## config.mk

```make
export PLATFORM = sky130hd
export DESIGN_NAME = memory_stage
export DESIGN_NICKNAME = d
export VERILOG_FILES = /design/src/rtl/memory_stage_pkg.sv /design/src/rtl/memory_stage_dmem_req_fsm.sv /design/src/rtl/memory_stage.sv
export SDC_FILE = /design/constraint.sdc
export NUM_CORES = 1
export LEC_CHECK = 0
export BUFFER_PORTS_ARGS = -buffer_cell sky130_fd_sc_hd__buf_4
export CAP_MARGIN = 0
export CORE_AREA = 2 2 122 124
export CTS_CLUSTER_DIAMETER = 120
export DETAILED_ROUTE_END_ITERATION = 8
export DIE_AREA = 0 0 124 126
export GPL_ROUTABILITY_DRIVEN = 1
export PLACE_DENSITY_LB_ADDON = 0.2
export SYNTH_ARGS = -nofsm -noshare
export SYNTH_HDL_FRONTEND = slang
export SYNTH_SLANG_ARGS = --single-unit
```

## constraint.sdc

```tcl
create_clock -name clk -period 7.06 [get_ports clk]
set_clock_uncertainty 0.05 [all_clocks]
set_input_delay 1.059 -clock clk [delete_from_list [all_inputs] [get_ports clk]]
set_output_delay 1.059 -clock clk [all_outputs]
set_load 0.1 [all_outputs]
```

## src/rtl/memory_stage_pkg.sv

```systemverilog
// Shared definitions for the MEM stage: request FSM state encodings, the default
// data-memory timeout and a word-alignment helper.
package memory_stage_pkg;

    typedef enum logic {
        ST_IDLE = 1'b0,
        ST_WAIT = 1'b1
    } dmem_state_e;

    localparam int unsigned DMEM_TIMEOUT_DEF = 255;

    function automatic logic word_aligned(input logic [1:0] addr_lsb);
        return (addr_lsb == 2'b00);
    endfunction

endpackage

```

## src/rtl/memory_stage_dmem_req_fsm.sv

```systemverilog
// Data-memory request sequencer: holds the request registers, tracks the
// IDLE/WAIT handshake and abandons an access after DMEM_TIMEOUT unacked cycles.
module dmem_req_fsm
    import memory_stage_pkg::*;
#(
    parameter int unsigned DMEM_TIMEOUT = DMEM_TIMEOUT_DEF
) (
    input  logic        clk,
    input  logic        reset,
    input  logic        i_mem_op,
    input  logic        i_we,
    input  logic [31:0] i_addr,
    input  logic [31:0] i_wdata,
    input  logic        i_ack,
    output logic        o_req,
    output logic        o_we,
    output logic [31:0] o_addr,
    output logic [31:0] o_wdata,
    output logic        o_stall,
    output logic        o_done,
    output logic        o_pass,
    output logic        o_err,
    output logic        o_misaligned
);

    localparam int CNT_W = $clog2(DMEM_TIMEOUT + 1);
    localparam logic [CNT_W-1:0] CNT_LAST = CNT_W'(DMEM_TIMEOUT - 1);

    dmem_state_e      state_q, state_d;
    logic [CNT_W-1:0] cnt_q, cnt_d;
    logic             req_q, req_d;
    logic             we_q, we_d;
    logic [31:0]      addr_q, addr_d;
    logic [31:0]      wdata_q, wdata_d;
    logic             err_q, err_d;
    logic             misaligned_q, misaligned_d;
    logic             stall;

    always_comb begin
        state_d      = state_q;
        cnt_d        = cnt_q;
        req_d        = req_q;
        we_d         = we_q;
        addr_d       = addr_q;
        wdata_d      = wdata_q;
        err_d        = 1'b0;
        misaligned_d = 1'b0;
        stall        = 1'b0;
        o_done       = 1'b0;
        o_pass       = 1'b0;
        case (state_q)
            ST_IDLE: begin
                // An ack seen here belongs to an abandoned access and is dropped.
                if (!i_mem_op) begin
                    o_pass = 1'b1;
                end else if (word_aligned(i_addr[1:0])) begin
                    stall   = 1'b1;
                    state_d = ST_WAIT;
                    cnt_d   = '0;
                    req_d   = 1'b1;
                    we_d    = i_we;
                    addr_d  = i_addr;
                    wdata_d = i_wdata;
                end else begin
                    misaligned_d = 1'b1;
                end
            end
            ST_WAIT: begin
                if (i_ack) begin
                    o_done  = 1'b1;
                    req_d   = 1'b0;
                    state_d = ST_IDLE;
                end else if (cnt_q == CNT_LAST) begin
                    // Last allowed cycle: release the pipe and let a bubble through.
                    err_d   = 1'b1;
                    req_d   = 1'b0;
                    state_d = ST_IDLE;
                end else begin
                    stall = 1'b1;
                    cnt_d = cnt_q + 1'b1;
                end
            end
        endcase
    end

    always_ff @(posedge clk or posedge reset) begin
        if (reset) begin
            state_q      <= ST_IDLE;
            cnt_q        <= '0;
            req_q        <= 1'b0;
            we_q         <= 1'b0;
            addr_q       <= '0;
            wdata_q      <= '0;
            err_q        <= 1'b0;
            misaligned_q <= 1'b0;
        end else begin
            state_q      <= state_d;
            cnt_q        <= cnt_d;
            req_q        <= req_d;
            we_q         <= we_d;
            addr_q       <= addr_d;
            wdata_q      <= wdata_d;
            err_q        <= err_d;
            misaligned_q <= misaligned_d;
        end
    end

    // The stall path is combinational from the EX/MEM inputs, so mask it during reset.
    assign o_stall      = stall & ~reset;
    assign o_req        = req_q;
    assign o_we         = we_q;
    assign o_addr       = addr_q;
    assign o_wdata      = wdata_q;
    assign o_err        = err_q;
    assign o_misaligned = misaligned_q;

endmodule

```

## src/rtl/memory_stage.sv

```systemverilog
// MEM pipeline stage: branch resolution, data-memory access through dmem_req_fsm,
// and the MEM/WB pipeline register.
module memory_stage
    import memory_stage_pkg::*;
#(
    parameter int unsigned DMEM_TIMEOUT = DMEM_TIMEOUT_DEF
) (
    input  logic        clk,
    input  logic        reset,
    input  logic [31:0] i_pipe_TargetAddr,
    input  logic [31:0] i_pipe_AluResult,
    input  logic        i_pipe_Zero,
    input  logic [31:0] i_pipe_Reg2Data,
    input  logic [4:0]  i_pipe_RegDst,
    input  logic        i_pipe_MemToReg,
    input  logic        i_pipe_RegWrEn,
    input  logic        i_pipe_MemWrEn,
    input  logic        i_pipe_Branch,
    input  logic        i_pipe_Jump,
    output logic        o_dmem_req,
    output logic        o_dmem_we,
    output logic [31:0] o_dmem_addr,
    output logic [31:0] o_dmem_wdata,
    input  logic        i_dmem_ack,
    input  logic [31:0] i_dmem_rdata,
    output logic        o_pipe_stall,
    output logic        o_PCSrc,
    output logic [31:0] o_TargetAddr,
    output logic [31:0] o_pipe_MemData,
    output logic [31:0] o_pipe_AluResult,
    output logic [4:0]  o_pipe_RegDst,
    output logic        o_pipe_MemToReg,
    output logic        o_pipe_RegWrEn,
    output logic        o_dmem_err,
    output logic        o_misaligned
);

    logic        mem_op;
    logic        fsm_done;
    logic        fsm_pass;

    logic [31:0] mem_data_q, mem_data_d;
    logic [31:0] alu_result_q, alu_result_d;
    logic [4:0]  reg_dst_q, reg_dst_d;
    logic        mem_to_reg_q, mem_to_reg_d;
    logic        reg_wr_en_q, reg_wr_en_d;

    assign mem_op       = i_pipe_MemToReg | i_pipe_MemWrEn;
    assign o_PCSrc      = i_pipe_Jump | (i_pipe_Branch & i_pipe_Zero);
    assign o_TargetAddr = i_pipe_TargetAddr;

    dmem_req_fsm #(
        .DMEM_TIMEOUT(DMEM_TIMEOUT)
    ) u_dmem_req_fsm (
        .clk         (clk),
        .reset       (reset),
        .i_mem_op    (mem_op),
        .i_we        (i_pipe_MemWrEn),
        .i_addr      (i_pipe_AluResult),
        .i_wdata     (i_pipe_Reg2Data),
        .i_ack       (i_dmem_ack),
        .o_req       (o_dmem_req),
        .o_we        (o_dmem_we),
        .o_addr      (o_dmem_addr),
        .o_wdata     (o_dmem_wdata),
        .o_stall     (o_pipe_stall),
        .o_done      (fsm_done),
        .o_pass      (fsm_pass),
        .o_err       (o_dmem_err),
        .o_misaligned(o_misaligned)
    );

    // Anything other than a pass-through or a completed access writes an all-zero bubble.
    // EX/MEM is held while stalled, so the live inputs still describe the access on completion.
    always_comb begin
        mem_data_d   = '0;
        alu_result_d = '0;
        reg_dst_d    = '0;
        mem_to_reg_d = 1'b0;
        reg_wr_en_d  = 1'b0;
        if (fsm_pass || fsm_done) begin
            alu_result_d = i_pipe_AluResult;
            reg_dst_d    = i_pipe_RegDst;
            mem_to_reg_d = i_pipe_MemToReg;
            reg_wr_en_d  = i_pipe_RegWrEn;
            mem_data_d   = fsm_done ? i_dmem_rdata : 32'd0;
        end
    end

    always_ff @(posedge clk or posedge reset) begin
        if (reset) begin
            mem_data_q   <= '0;
            alu_result_q <= '0;
            reg_dst_q    <= '0;
            mem_to_reg_q <= 1'b0;
            reg_wr_en_q  <= 1'b0;
        end else begin
            mem_data_q   <= mem_data_d;
            alu_result_q <= alu_result_d;
            reg_dst_q    <= reg_dst_d;
            mem_to_reg_q <= mem_to_reg_d;
            reg_wr_en_q  <= reg_wr_en_d;
        end
    end

    assign o_pipe_MemData   = mem_data_q;
    assign o_pipe_AluResult = alu_result_q;
    assign o_pipe_RegDst    = reg_dst_q;
    assign o_pipe_MemToReg  = mem_to_reg_q;
    assign o_pipe_RegWrEn   = reg_wr_en_q;

endmodule

```

# ---- After elaboration in Yosys (flattened, before gate mapping)
# Cells that the tools add are included.
# Widths: inputs -> output; s select.
dict set report word_totals {
  ff_bits 148
  inputBits 142
  out_inout_bits 173
  elab_cells 62
}
dict set report classes {
  n_addsub 1
  eq_ne 6
  n_mux 31
  bitwise 6
  n_reduce_logical 5
}
# operator n
set op_table {}
lappend op_table {{$mux 32} 3}
lappend op_table {{$mux 8} 4}
lappend op_table {{$mux 1} 20}
lappend op_table {{$pmux 8 s2} 1}
lappend op_table {{$add 8x1->8 const B} 1}
lappend op_table {{$eq 8x8->1 const B} 1}
lappend op_table {{$reduce_and 3->1} 2}
lappend op_table {{$mux 5} 1}
lappend op_table {{$ne 2x1->1 const B} 2}
lappend op_table {{$ne 2x2->1 const B} 2}
lappend op_table {{$pmux 1 s2} 2}
lappend op_table {{$reduce_and 4->1} 1}
lappend op_table {{$ne 3x3->1 const B} 1}
lappend op_table {{$and 1x1->1} 2}
lappend op_table {{$logic_not 2->1} 1}
lappend op_table {{$not 1->1} 2}
lappend op_table {{$or 1x1->1} 2}
lappend op_table {{$logic_or 1x1->1} 1}

# ---- Logic depth before layout (Yosys ltp)
dict set report logic_depth {
  depth_word 5
  mapped_depth 7
  ltp_nobuf 6
}

# ---- Hierarchy
# Synthesis repeated with hierarchy kept, for this count alone.
dict set report unflattened {
  hier_cells 391
  hier_area_um2 5700.5
}
# module instances cells_per_inst area_each_um2
set by_module_without_submodules {}
lappend by_module_without_submodules {dmem_req_fsm 1 202 3079.2}
lappend by_module_without_submodules {memory_stage 1 189 2621.3}

# ---- Worst setup path after synthesis
# Ideal clock, no wire load.
dict set report synth_path {
  path_type {input to output}
  startpoint {input port i_pipe_AluResult[1]}
  endpoint {output port o_pipe_stall}
  arrival_time_ns 3.265
  required_ns 5.951
  path_slack_ns 2.686
  stages 5
  n_path_buf 2
  path_cell_list {or4_1 clkbuf_1 a22o_1 buf_6 nor2_1}
}
dict set report synth_between {
  elab_chain_cells 5
}
# element line
set synth_lines {}
lappend synth_lines {{from (decl)} memory_stage.sv:11} ;# input logic [31:0] i_pipe_AluResult,
lappend synth_lines {{$logic_not 2->1} memory_stage_pkg.sv:13} ;# return (addr_lsb == 2'b00);
lappend synth_lines {{$mux 1} memory_stage_dmem_req_fsm.sv:56} ;# end else if (word_aligned(i_addr[1:0])) begin
lappend synth_lines {{$mux 1} memory_stage_dmem_req_fsm.sv:54} ;# if (!i_mem_op) begin
lappend synth_lines {{$pmux 1 s2} memory_stage_dmem_req_fsm.sv:51} ;# case (state_q)
lappend synth_lines {{$and 1x1->1} memory_stage_dmem_req_fsm.sv:109} ;# assign o_stall = stall & ~reset;
lappend synth_lines {{to (decl)} memory_stage.sv:26} ;# output logic o_pipe_stall,
# Every way passes these cells.

# ---- Worst setup path after layout
dict set report layout_path {
  startpoint {register u_dmem_req_fsm.state_q}
  endpoint {output port o_pipe_stall}
}
dict set report layout_between {
  elab_chain_cells 3
}
# element line
set layout_lines {}
lappend layout_lines {{from (decl)} memory_stage_dmem_req_fsm.sv:29} ;# dmem_state_e state_q, state_d;
lappend layout_lines {{from (signal assigned)} memory_stage_dmem_req_fsm.sv:97} ;# state_q <= state_d;
lappend layout_lines {{$not 1->1 (no source line)} -}
lappend layout_lines {{$pmux 1 s2 (*)} memory_stage_dmem_req_fsm.sv:51}
lappend layout_lines {{$and 1x1->1 (*)} memory_stage_dmem_req_fsm.sv:109}
# Mark *: on every way between the ends. The rest lies on a longest branch, timed or not.

==> metrics.md <==
| Metric | Value |
|---|---|
| Outcome | complete, no violations |
| CTS sink cnt | between 100 and 150 |
| Leakage power | approximately 4.1 nW |
| Clk slew on worst S/H paths | about 0.060 ns |
| Cells after Synth | a little under 400 |
| Power Density | between 400 and 500 nW/um^2 |
| Total power | ~3.2 mW |
| Distinct cells, synth | 32 |
| Std cell rows | between 40 and 50 |
| Post-Place Cells | slightly below 800 |
| Max Slew Vio Count | 0 |
| Hold Path Class | flip-flop to flip-flop |
| Via-to-Cell Ratio | around 4.7 |
| Critical path buffer and inverter count | 1 |
| Syn avg cell area | 14.3 sq um |
| Worst setup path end | o_pipe_stall |
| Post-Syn Area | about 5500 sq um |
| Pre-CTS setup slack | around 3.4 ns |
| Postcts setup bufs | 0 |
| CTS tree | built |
| Crit path DAT | roughly 2.7 ns |
| Critical Path Max Stage Delay | 0.81 ns |
| First-pass GRT wire length | 20100 um |
| Final worst-path cycle share | 54.3% |
| Synth Net Count | between 500 and 600 |
| Setup crit start kind | flip-flop |
| Cell family with most CP delay | simple AND/OR/NAND/NOR gates |
| Hold path depth | 1 |
| Vias in the first global route | around 3.9k |
| Clk buf depth | 2 |
| Worst Reg-to-Reg Cells | 3 |
| Crit path time final | 3.83 ns |
| Worst skew pair latency | around 0.41 ns |
| Cell taking the most area after synthesis | dfrtp_1 |
| TritonCTS Buffers | 17 |
| Top Ports | roughly 320 |
| Root Buffer | clkbuf_16 |
| Yosys reg bits | 148 |
| Crit Path Max Fanout | 43 |
| Wirelength, routed | 13300 um |
| Die H | around 130 um |
| Fmax | approximately 0.26 GHz |
| Total GRT Usage | 17.3% |
| Worst reg2reg setup slack | 4.53 ns |
| Die area | 15600 sq um |
| Peak VDD IR | approximately 0.00022 V |
| Die Span X | approximately 120 um |
| Worst slew pin tran | 1.12 ns |
| Crit-path cells | or4_1 > a22o_1 > nor2_1 > buf_4 |
| # fillers | between 1k and 1.5k |
| Worst Setup SP | u_dmem_req_fsm.state_q |
| Final net count | between 700 and 800 |
| Diode count | 0 |
| Finished Layout Cells | 802 |
| Initial antenna violation count | 0 |
| Crit Path Class | flip-flop to primary output |
| Setup TNS | 0 ns |
| Via count | roughly 3.8k |
| Layout cell share with drive strength beyond 1 | a little under three fifths |
| Largest cells by area after synthesis | dfrtp_1, mux2_2, buf_4 |
| Final Hold Vio Count | 0 |
| Core box area | roughly 14000 sq um |
| CP Capture Type | primary output |
| Routed len/inst | roughly 17 um |
| RD Place Congestion | approximately 0.78 |
| Worst Path Required | between 5 and 6 ns |
| Top_reg_cell synth | dfrtp_1 |
| Multi-input combinational cell area | between 1500 and 2000 sq um |
| Number of synthesized flops with an enable pin | 0 |
| CP Depth | 4 |
| Dpl hpwl | 9820 um |
| Ys async rst share | between 90% and 100% |
| Resized Gates After CTS | 0 |
| Initial DRC count | approximately 110 |
| First-pass detailed-route iteration total | 4 |
| Reg2reg start | u_dmem_req_fsm.state_q |
| Input/output buffers | 250 |
| Drt drc | 0 |
| Area delta synth->final | 44.1% |
| Sequential share of the synthesized area | between 60% and 70% |
| Final Core Density | 55.7% |
| Starting Density | a little under 40% |
| Max cap viols | 0 |
| Final setup margin | around 3.2 ns |
| FF/Latch Area | about 3700 sq um |
| Antenna viol nets, final | 0 |
| Worst slew margin | between 20% and 30% |
| RSZ-0062 raised after global routing | no |
| Quantity of hold-fixing buffers added after cts | 0 |
| Final setup viols | 0 |
| Worst r2r dst | o_pipe_AluResult[0] |
| Yosys Warn Count | 0 |
| Share of the synthesized area in the top cell type | 66.9% |
| H-tree Lvls | 4 |
| Largest net degree at the start of global routing | 82 |
| GRT overflow | 0 |
| Slowest CP cell | dfrtp_1 |
-- kinds of logic after synthesis --
family	after synthesis	synth area share, %
DFF	148	66.9
and+or+nand+nor	100	11.0
muxes	65	13.2
buffers and inverters	57	6.24
AOI/OAI and AO/OA	14	1.94
adders and majority gates	2	0.452
xor gates and xnor gates	1	0.158
-- stage by stage --
step           cell area, sq um  hold WS (ns)
2_1_floorplan              5530         0.460
4_1_cts                    7970         0.456
3_5_place_dp               7360         0.443
3_3_place_gp               7360         0.422
6_report                   7970         0.454
5_1_grt                    7970         0.468
-- Yosys cell counts (2+ instances only) --
| cell | count |
|---|---|
| a221o_1 | 2 |
| a22o_1 | 4 |
| and2_1 | 4 |
| and3_1 | 35 |
| and4_1 | 2 |
| buf_1 | 3 |
| buf_2 | 3 |
| buf_4 | 32 |
| clkbuf_1 | 13 |
| dfrtp_1 | 148 |
| ha_1 | 2 |
| inv_1 | 5 |
| mux2_2 | 65 |
| nand2_1 | 2 |
| nand3_1 | 2 |
| nor2_1 | 7 |
| nor2b_1 | 38 |
| nor3_1 | 4 |
| o21ai_0 | 3 |
-- placed cells by master, fill, tap and decap left out --
cell type  instances
buf_4            253
nor2b_1           38
o21ai_0            3
nor4_4             1
bufinv_16          4
or4_1              1
and4_1             2
nand2_1            2
a221o_1            2
clkinv_4           1
mux2_2            65
nor3_1             4
a41oi_1            1
ha_1               2
a211o_1            1
and2_1             4
clkbuf_8           2
clkbuf_1           2
inv_1              4
clkbuf_16         17
clkinv_2           3
a21oi_4            1
a22o_1             4
or2_2              1
nand2b_1           1
and3b_1            1
inv_6              2
o21a_1             1
nand3_1            2
xor2_1             1
dfrtp_1          148
nor2_1             7
a21o_1             1
and3_1            35
nand4_1            1
-- final cells by class --
class | count | area share (%)
clock buffers | 21 | 5.77
clock inverters | 9 | 1.91
inverters | 5 | 0.298
multi-input cells | 182 | 18.9
flip-flops and latches | 148 | 46.4
well taps | 184 | 2.89
repair buffers | 253 | 23.8
-- power by group --
part	switching [mW]	leakage [nW]	internal, mW
Sequential	0.0692	1.89	0.967
Combinational	0.985	1.95	0.274
Clock	0.321	0.303	0.605
-- per-layer routing --
metal  global-route usage [%]  routed length (um)  vias to the layer above
li1                         -                   -                     1715
met1                     19.3                4910                     1822
met2                     28.9                6730                      164
met3                     5.80                1220                       54
met4                     9.52                 433                        0
met5                        0                   0                        -
-- how the worst min path moves through the flow --
stage	end	startpoint	slack, ns
floorplan	u_dmem_req_fsm.cnt_q[6]	u_dmem_req_fsm.cnt_q[6]	0.46
global placement	u_dmem_req_fsm.o_addr[1]	u_dmem_req_fsm.o_addr[1]	0.42
finish	u_dmem_req_fsm.o_addr[27]	u_dmem_req_fsm.o_addr[27]	0.45
CTS	u_dmem_req_fsm.o_addr[26]	u_dmem_req_fsm.o_addr[26]	0.46
detailed placement	u_dmem_req_fsm.o_addr[1]	u_dmem_req_fsm.o_addr[1]	0.44
global route	u_dmem_req_fsm.o_addr[27]	u_dmem_req_fsm.o_addr[27]	0.47
-- sequential cells by signal, indices dropped and copies added (netlist names), 5 cells and up --
signal / cells
o_pipe_AluResult: 32
o_pipe_MemData: 32
o_pipe_RegDst: 5
u_dmem_req_fsm.cnt_q: 8
u_dmem_req_fsm.o_addr: 32
u_dmem_req_fsm.o_wdata: 32
No activity file was read; power rests on OpenSTA's default activity.
